$ cat config.mk
export PLATFORM = sky130hd
export DESIGN_NAME = tcp_vlg_tx_sched
export DESIGN_NICKNAME = d
export VERILOG_FILES = /design/src/rtl/tcp_vlg_tx_sched.sv
export SDC_FILE = /design/constraint.sdc
export NUM_CORES = 1
export LEC_CHECK = 0
export CAP_MARGIN = 20
export CORE_MARGIN = 2
export CORE_UTILIZATION = 45
export CTS_CLUSTER_DIAMETER = 120
export DETAILED_ROUTE_END_ITERATION = 8
export PLACE_DENSITY = 0.78
export REMOVE_ABC_BUFFERS = 1
export SYNTH_ARGS = -nofsm -noshare
export SYNTH_HDL_FRONTEND = slang
export SYNTH_SLANG_ARGS = --single-unit
$ cat constraint.sdc
create_clock -name i_clk -period 10.63 [get_ports i_clk]
set_input_delay 2.126 -clock i_clk [delete_from_list [all_inputs] [get_ports i_clk]]
set_output_delay 2.126 -clock i_clk [all_outputs]
set_load 0.02 [all_outputs]
$ cat src/rtl/tcp_vlg_tx_sched.sv
// tcp_vlg_tx_sched
//   Arbitrates the TCP transmit engine between buffered payload segments,
//   pure ACKs and a single FIN. Holds one payload descriptor, delays ACKs so
//   they can ride on a payload segment, and caps consecutive pure ACKs while
//   a payload waits. Drives a req/ack/done handshake towards the TX module.
//
//   Handshake with the TX module: o_tx_req rises with all o_tx_* fields
//   valid and stays high, fields frozen, until the cycle i_tx_ack is
//   sampled high (the TX module latches the fields in that same cycle).
//   The segment is then in flight until i_tx_done; i_tx_done may coincide
//   with i_tx_ack. An outstanding request is never withdrawn except by rst.
module tcp_vlg_tx_sched #(
  parameter int ACK_DELAY_TICKS = 1000,
  parameter int MAX_ACK_BURST   = 4
) (
  input  logic        i_clk,
  input  logic        i_rst,
  input  logic        i_pld_pend,
  input  logic [31:0] i_pld_start,
  input  logic [15:0] i_pld_lng,
  input  logic [31:0] i_pld_cks,
  input  logic        i_ack_req,
  input  logic        i_fin_req,
  input  logic        i_flush,
  input  logic [31:0] i_loc_seq,
  input  logic [31:0] i_rem_seq,
  input  logic        i_tx_ack,
  input  logic        i_tx_done,
  output logic        o_tx_req,
  output logic [1:0]  o_tx_kind,
  output logic [31:0] o_tx_seq,
  output logic [31:0] o_tx_ackn,
  output logic [15:0] o_tx_lng,
  output logic [31:0] o_tx_cks,
  output logic        o_tx_idle,
  output logic        o_fin_sent,
  output logic        o_ovf,
  output logic [1:0]  o_dbg_state
);

  localparam int DW = $clog2(ACK_DELAY_TICKS + 1);
  localparam int BW = $clog2(MAX_ACK_BURST + 1);
  localparam logic [DW-1:0] DLY_MAX   = DW'(ACK_DELAY_TICKS);
  localparam logic [BW-1:0] BURST_MAX = BW'(MAX_ACK_BURST);

  localparam logic [1:0] KIND_ACK = 2'd0;
  localparam logic [1:0] KIND_PLD = 2'd1;
  localparam logic [1:0] KIND_FIN = 2'd2;

  typedef enum logic [1:0] {
    IDLE_S = 2'd0,
    REQ_S  = 2'd1,
    BUSY_S = 2'd2
  } state_t;

  state_t r_state;
  state_t w_state_nxt;

  // Payload buffer
  logic        r_pbuf_vld;
  logic [31:0] r_pbuf_start;
  logic [15:0] r_pbuf_lng;
  logic [31:0] r_pbuf_cks;
  logic        r_ovf;

  // Delayed ACK and anti-starvation state
  logic          r_ack_pend;
  logic [DW-1:0] r_dly_ctr;
  logic [BW-1:0] r_burst_ctr;
  logic          r_fin_sent;

  // Registered segment fields
  logic [1:0]  r_tx_kind;
  logic [31:0] r_tx_seq;
  logic [31:0] r_tx_ackn;
  logic [15:0] r_tx_lng;
  logic [31:0] r_tx_cks;

  // Selection and accept qualifiers
  logic w_dly_sat;
  logic w_burst_sat;
  logic w_fin_want;
  logic w_sel_ack;
  logic w_sel_pld;
  logic w_sel_fin;
  logic w_in_idle;
  logic w_go_ack;
  logic w_go_pld;
  logic w_go_fin;
  logic w_select;
  logic w_accept;
  logic w_acc_eff;
  logic w_acc_ack;
  logic w_acc_pld;
  logic w_acc_fin;

  assign w_dly_sat   = (r_dly_ctr == DLY_MAX);
  assign w_burst_sat = (r_burst_ctr == BURST_MAX);
  assign w_fin_want  = i_fin_req && !r_fin_sent;

  // ACK goes alone once it has waited long enough, or when it must precede a
  // FIN; it is held back while a payload has been starved by a full burst.
  // Nothing that flush is about to discard is selected.
  assign w_sel_ack = !i_flush && r_ack_pend
                     && (w_dly_sat || (!r_pbuf_vld && w_fin_want))
                     && !(r_pbuf_vld && w_burst_sat);
  assign w_sel_pld = !i_flush && !w_sel_ack && r_pbuf_vld;
  assign w_sel_fin = !w_sel_ack && !w_sel_pld && w_fin_want
                     && !r_pbuf_vld && !r_ack_pend;

  assign w_in_idle = (r_state == IDLE_S);
  assign w_go_ack  = w_in_idle && w_sel_ack;
  assign w_go_pld  = w_in_idle && w_sel_pld;
  assign w_go_fin  = w_in_idle && w_sel_fin;
  assign w_select  = w_go_ack || w_go_pld || w_go_fin;

  // Accept-side bookkeeping is suppressed while flush is high.
  assign w_accept  = (r_state == REQ_S) && i_tx_ack;
  assign w_acc_eff = w_accept && !i_flush;
  assign w_acc_ack = w_acc_eff && (r_tx_kind == KIND_ACK);
  assign w_acc_pld = w_acc_eff && (r_tx_kind == KIND_PLD);
  assign w_acc_fin = w_acc_eff && (r_tx_kind == KIND_FIN);

  // FSM state register
  always_ff @(posedge i_clk or posedge i_rst) begin
    if (i_rst) r_state <= IDLE_S;
    else       r_state <= w_state_nxt;
  end

  // FSM next-state logic
  always_comb begin
    w_state_nxt = r_state;
    case (r_state)
      IDLE_S: if (w_select) w_state_nxt = REQ_S;
      REQ_S: begin
        if (i_tx_ack) w_state_nxt = i_tx_done ? IDLE_S : BUSY_S;
      end
      BUSY_S: if (i_tx_done) w_state_nxt = IDLE_S;
      default: w_state_nxt = IDLE_S;
    endcase
  end

  // FSM outputs: request level, idle indication and debug state
  always_comb begin
    o_tx_req    = (r_state == REQ_S);
    o_tx_idle   = (r_state == IDLE_S) && !r_pbuf_vld;
    o_dbg_state = r_state;
  end

  // Segment fields are captured at selection and frozen until the next one
  always_ff @(posedge i_clk or posedge i_rst) begin
    if (i_rst) begin
      r_tx_kind <= KIND_ACK;
      r_tx_seq  <= '0;
      r_tx_ackn <= '0;
      r_tx_lng  <= '0;
      r_tx_cks  <= '0;
    end else if (w_select) begin
      r_tx_ackn <= i_rem_seq;
      if (w_go_pld) begin
        r_tx_kind <= KIND_PLD;
        r_tx_seq  <= r_pbuf_start;
        r_tx_lng  <= r_pbuf_lng;
        r_tx_cks  <= r_pbuf_cks;
      end else begin
        r_tx_kind <= w_go_fin ? KIND_FIN : KIND_ACK;
        r_tx_seq  <= i_loc_seq;
        r_tx_lng  <= '0;
        r_tx_cks  <= '0;
      end
    end
  end

  // Single-entry payload buffer with sticky overflow flag
  always_ff @(posedge i_clk or posedge i_rst) begin
    if (i_rst) begin
      r_pbuf_vld   <= 1'b0;
      r_pbuf_start <= '0;
      r_pbuf_lng   <= '0;
      r_pbuf_cks   <= '0;
      r_ovf        <= 1'b0;
    end else if (i_flush) begin
      r_pbuf_vld <= 1'b0;
    end else begin
      if (w_acc_pld) r_pbuf_vld <= 1'b0;
      if (i_pld_pend) begin
        if (!r_pbuf_vld) begin
          r_pbuf_vld   <= 1'b1;
          r_pbuf_start <= i_pld_start;
          r_pbuf_lng   <= i_pld_lng;
          r_pbuf_cks   <= i_pld_cks;
        end else begin
          r_ovf <= 1'b1;
        end
      end
    end
  end

  // Pending ACK and its saturating delay counter
  always_ff @(posedge i_clk or posedge i_rst) begin
    if (i_rst) begin
      r_ack_pend <= 1'b0;
      r_dly_ctr  <= '0;
    end else if (i_flush) begin
      r_ack_pend <= 1'b0;
      r_dly_ctr  <= '0;
    end else begin
      if (w_go_pld || w_acc_ack) begin
        r_ack_pend <= 1'b0;
        r_dly_ctr  <= '0;
      end else if (r_ack_pend && !w_dly_sat) begin
        r_dly_ctr <= r_dly_ctr + 1'b1;
      end
      // A fresh request only restarts the timer when no ACK is still owed
      if (i_ack_req && (!r_ack_pend || w_go_pld || w_acc_ack)) begin
        r_ack_pend <= 1'b1;
        r_dly_ctr  <= '0;
      end
    end
  end

  // Consecutive pure ACKs sent while a payload waits
  always_ff @(posedge i_clk or posedge i_rst) begin
    if (i_rst) begin
      r_burst_ctr <= '0;
    end else if (i_flush || w_acc_pld) begin
      r_burst_ctr <= '0;
    end else if (w_acc_ack && r_pbuf_vld && !w_burst_sat) begin
      r_burst_ctr <= r_burst_ctr + 1'b1;
    end
  end

  // Sticky FIN-sent flag
  always_ff @(posedge i_clk or posedge i_rst) begin
    if (i_rst)          r_fin_sent <= 1'b0;
    else if (w_acc_fin) r_fin_sent <= 1'b1;
  end

  assign o_tx_kind  = r_tx_kind;
  assign o_tx_seq   = r_tx_seq;
  assign o_tx_ackn  = r_tx_ackn;
  assign o_tx_lng   = r_tx_lng;
  assign o_tx_cks   = r_tx_cks;
  assign o_fin_sent = r_fin_sent;
  assign o_ovf      = r_ovf;

endmodule
# [Word-level counts from Yosys, hierarchy flattened]
# Index checks and enable logic that the tools add are counted.
[op_classes] n_eq_ne=9 bitwise_logic=2 n_mux=23 n_reduce_logical=49 add_sub_neg=2
[op_table] op="32-bit two-way mux" count=2
[op_table] op="10-bit two-way mux" count=4
[op_table] op="1-bit logical AND" count=25
[op_table] op="16-bit two-way mux" count=1
[op_table] op="2-bit two-way mux" count=6
[op_table] op="10-bit by 1-bit adder with 10-bit output, second input constant" count=1
[op_table] op="10-bit equality test, second input constant" count=1
[op_table] op="1-bit logical NOT" count=9
[op_table] op="3-bit AND reduction" count=3
[op_table] op="1-bit logical OR" count=7
[op_table] op="1-bit two-way mux" count=7
[op_table] op="3-bit two-way mux" count=2
[op_table] op="2-bit one-hot mux with 3 select lines" count=1
[op_table] op="2-bit by 1-bit equality test with 1-bit output, second input constant" count=2
[op_table] op="2-bit equality test, second input constant" count=2
[op_table] op="2-bit logical NOT" count=2
[op_table] op="2-bit inequality test, second input constant" count=2
[op_table] op="4-bit nonzero test" count=1
[op_table] op="3-bit by 1-bit adder with 3-bit output, second input constant" count=1
[op_table] op="3-bit equality test, second input constant" count=1
[op_table] op="3-bit nonzero test" count=1
[op_table] op="2-bit by 1-bit inequality test with 1-bit output, second input constant" count=1
[op_table] op="1-bit inverter" count=2
[op_table] op="2-bit nonzero test" count=1
[word_totals] register_bits=213 output_inout_bits=120 input_bits=152

# [Longest topological paths before layout]
[logic_depth] word_depth=18 depth_mapped=9 depth_no_buf=6

# [Least setup slack after synthesis]
# Ideal clock, no wire load.
[synth_timing] path_type="input to register" from="in i_flush" to="reg r_tx_ackn[0], in the netlist o_tx_ackn[0]" n_path_buf=3 t_arrival_ns=3.533 cell_stages=7 required_ns=10.502 path_slack_ns=6.969 cell_sequence="buf_2 > and3b_1 > and4_1 > buf_6 > o21ai_4 > buf_2 > mux2_1"
[synth_between] elab_chain_cells=14
[synth_rtl] item="from (decl)" line_no="24" text="input logic i_flush,"
[synth_rtl] item="1-bit logical NOT *" line_no="104, 107"
[synth_rtl] item="1-bit logical AND" line_no="104" text="assign w_sel_ack = !i_flush && r_ack_pend"
[synth_rtl] item="1-bit logical AND" line_no="105" text="&& (w_dly_sat || (!r_pbuf_vld && w_fin_want))"
[synth_rtl] item="1-bit logical AND" line_no="106" text="&& !(r_pbuf_vld && w_burst_sat);"
[synth_rtl] item="1-bit logical NOT" line_no="107, 108"
[synth_rtl] item="1-bit logical AND (2 in a row)" line_no="107" text="assign w_sel_pld = !i_flush && !w_sel_ack && r_pbuf_vld;"
[synth_rtl] item="1-bit logical NOT" line_no="108" text="assign w_sel_fin = !w_sel_ack && !w_sel_pld && w_fin_want"
[synth_rtl] item="1-bit logical AND (2 in a row)" line_no="108"
[synth_rtl] item="1-bit logical AND (2 in a row)" line_no="109" text="&& !r_pbuf_vld && !r_ack_pend;"
[synth_rtl] item="1-bit logical AND" line_no="114" text="assign w_go_fin = w_in_idle && w_sel_fin;"
[synth_rtl] item="1-bit logical OR *" line_no="115" text="assign w_select = w_go_ack || w_go_pld || w_go_fin;"
[synth_rtl] item="to (signal assigned)" line_no="159" text="r_tx_ackn <= i_rem_seq;"
[synth_rtl] item="to (decl)" line_no="75" text="logic [31:0] r_tx_ackn;"
# Every way passes the cells marked *; elsewhere a longest branch is shown, timed or not.
# A chain may end at the register's enable or synchronous reset.

# [Worst setup path in the final report]
[layout_timing] from="in i_flush" to="reg r_tx_ackn[8], in the netlist o_tx_ackn[8]"
# The elaborated chain is that of the path after synthesis.

==> impl_metrics.toml <==
[run_status]
outcome = "complete, no violations"

[pwr]
p_leak_uw = 0.00508
p_int_uw = 2320
clock_power_share_pct = 22.3
power.share.combinational_pct = 40.2
power_uw = 3470
max-vdd-ir-drop_mv = 0.182
sw_frac_of_total_pct = 33.0
share_seq_of_total_power_pct = 37.5
powerDensity_nw_per_um2 = 284
p_switching_uw = 1140

[setup_path]
path_max_fanout = 81
ff2ff_setup_slack_ns = 7.73
critPathKind = "input port to register"
critical_path.reg2reg.endpoint = "o_tx_ackn[8]"
arrival_ns = 4.97
worstSetupStartpointType = "input port"
worst_setup_path_startpoint = "i_flush"
critPathCaptureType = "register"
ff2ff_path_depth = 7
required_ns = 10.99
timing.rr.start = "r_dly_ctr[0]"

[synth]
yosysUniqueCellTypes = 45
async_reset_ff_share_pct = 100
synth_top_cell_area_share_pct = 62.4
synthesis.area_um2 = 8540
synth.top_cells.by_area = "sky130_fd_sc_hd__dfrtp_1, sky130_fd_sc_hd__mux2_2, sky130_fd_sc_hd__a22o_1"
mean_cell_area_of_the_mapped_netlist_um2 = 14.7
muxShareOfSynthArea_pct = 14.9
post_synth_inst_count = 579
yosys.area.top_type = "sky130_fd_sc_hd__dfrtp_1"
synthSimpleGateAreaFrac_pct = 3.39
synth-xor-area-share_pct = 0.923
yosys_reg_bits = 213
synthAdderAreaFrac_pct = 0.586
seq_area_frac_synth_pct = 62.4
synth-compound-area-share_pct = 15.0
synth_edf_count = 0
yosys_warnings = 0
synth_top_family_by_area = "compound AO/OA/AOI/OAI gates"
synth-main-ff-cell = "sky130_fd_sc_hd__dfrtp_1"

[drt]
initialDrtViolationCount = 399
remaining_drc_errors = 0
detail_route.wirelength_um = 21700
firstDrtPassIters = 4
vias = 6113
drt.antenna.violating_nets = 0
avgRoutedWirePerCell_um = 20.0
avgViaCountPerCell = 5.62

[global_routing]
globalRouteTotalUtil_pct = 21.2
grt_antenna_before_repair = 0
grt_start_max_net_pins = 133
grt_first_pass_wirelength_um = 34600
grt_pass1_vias = 6604
globalRoute.totalOverflow = 0

[placement]
dp.cells = 1048
place_congestion = 0.813
numPortBuffers = 271
dp.final_hpwl_um = 14100
post-place-ws_ns = 5.52

[sta]
finalHoldViolCount = 0
worst-slew-pin-transition_ns = 1.15
maxSlewHeadroom_pct = 23.6
finalSetupViolCount = 0
min_period_ns = 4.61
fin_ws_ns = 6.02
slew_violations = 0
clock_skew_ns = 0.0107
min_period_over_period_pct = 43.3
grt_setup_unrepaired = "false"
setup_total_negative_slack_ns = 0
clock.fmax_mhz = 217

[cells_and_area]
mostFrequentLayoutCells = "sky130_fd_sc_hd__clkdlybuf4s50_1, sky130_fd_sc_hd__dfrtp_1, sky130_fd_sc_hd__mux2_2"
commonest_non_fill_non_tap_cell_in_the_layout = "sky130_fd_sc_hd__clkdlybuf4s50_1"
synthToLayoutAreaGrowth_pct = 42.7
num-nets-final = 996
final_layout_size_suffix_gt1_share_pct = 19.7
finalNonFillerCells = 1088
num_antenna_cells = 0
n_fill_cell = 1383

[run]
maxCapViolCount = 0

[clock_network]
tritoncts.num_buffers = 23
cts.repair.resized = 0
post_cts_buffers = 0
ctsHtreeMaxLevel = 1
clock-root-buffer = "sky130_fd_sc_hd__clkbuf_16"
path_clk_slew_ns = 0.06
cts-hold-fix-buffers = 0
clock_insertion_delay_at_the_later_pin_of_the_skew_report_ns = 0.49
cts.sinks = 213
clock_tree.buffer_depth = 3
clock_tree_from_tritoncts = "built"

[die]
core_area_um2 = 18600
fp-row-count = 50
chipWidth_um = 142
fp.dieH_um = 142
design.die.area_um2 = 20100
top_level_ports = 272
start_util_pct = 45.8

[worst_hold_path]
hp-class = "register to register"
worst_hold_path.num_cells = 1
timing.hold.worst_endpoint = "o_ovf"
min_from = "o_ovf"
-- synth_stat cells (5+ instances only) --
cell type,instances
sky130_fd_sc_hd__dfrtp_1,213
sky130_fd_sc_hd__xnor2_1,5
sky130_fd_sc_hd__nand2_1,10
sky130_fd_sc_hd__a22o_1,48
sky130_fd_sc_hd__o32a_1,32
sky130_fd_sc_hd__mux2_1,31
sky130_fd_sc_hd__o221a_2,32
sky130_fd_sc_hd__nor2_1,15
sky130_fd_sc_hd__clkbuf_1,24
sky130_fd_sc_hd__buf_2,14
sky130_fd_sc_hd__inv_1,10
sky130_fd_sc_hd__mux2_2,81
-- power groups by stage --
stage | clock [uW] | sequential, uW | combinational [uW]
final | 773 | 1300 | 1390
after global routing | 830 | 1330 | 1470
after CTS | 794 | 1300 | 1410
after detailed placement | 0 | 1300 | 1400
after global placement | 0 | 1290 | 1360
after floorplan | 0 | 1520 | 471
-- area by class of cell --
cell class              count  area, um^2  area share (%)
flip-flops and latches    213        5330            43.8
clock buffers              34         687            5.64
multi-input cells         313        2980            24.5
inverters                  10        45.0           0.370
clock inverters             5        53.8           0.442
repair buffers            279        2790            22.9
well taps                 234         293            2.40
-- sequential cells by signal, indices dropped and copies added (netlist names), 2 cells and up --
signal        cells
o_dbg_state       2
o_tx_ackn        32
o_tx_cks         32
o_tx_kind         2
o_tx_lng         16
o_tx_seq         32
r_burst_ctr       3
r_dly_ctr        10
r_pbuf_cks       32
r_pbuf_lng       16
r_pbuf_start     32
-- how the worst max path moves through the flow --
stage	to	slack [ns]	depth (start not counted)
global placement	o_tx_ackn[30]	5.58	6
finish	o_tx_ackn[8]	6.02	6
detailed placement	o_tx_ackn[27]	5.52	6
floorplan	r_pbuf_cks[0]	1.86	2
CTS	o_tx_ackn[8]	6.04	6
global route	o_tx_ackn[8]	5.92	6
-- metrics by stage --
| stage | hold slack [ns] | cell area [um^2] | util (%) |
|---|---|---|---|
| global placement | 0.448 | 11400 | 61.2 |
| detailed placement | 0.448 | 11400 | 61.2 |
| floorplan | 0.469 | 8330 | - |
| CTS | 0.466 | 12200 | 65.2 |
| global route | 0.495 | 12200 | 65.3 |
| finish | 0.459 | 12200 | 65.3 |
-- metal layers --
layer	part of all wire, %	global-route usage (%)
met3	7.7	5.47
met4	2.2	6.26
met1	41	26.6
met5	0	0
met2	49	36.4
-- critical path: stages --
cell and delay [ns]:
sky130_fd_sc_hd__clkdlybuf4s50_1 0.69, sky130_fd_sc_hd__and3b_1 0.22, sky130_fd_sc_hd__and4_2 0.50, sky130_fd_sc_hd__o21ai_4 0.23, sky130_fd_sc_hd__buf_4 0.75, sky130_fd_sc_hd__mux2_1 0.40
-- cells by family (layout without fill, tap and decap cells) --
kind of cell | Yosys count | count (layout)
adders and majority gates | 4 | 4
AOI/OAI and AO/OA | 134 | 134
muxes | 113 | 113
buffers and inverters | 53 | 328
DFF | 213 | 213
and+or+nand+nor | 53 | 53
xor gates and xnor gates | 9 | 9
Power figures use the tool's default switching activity.
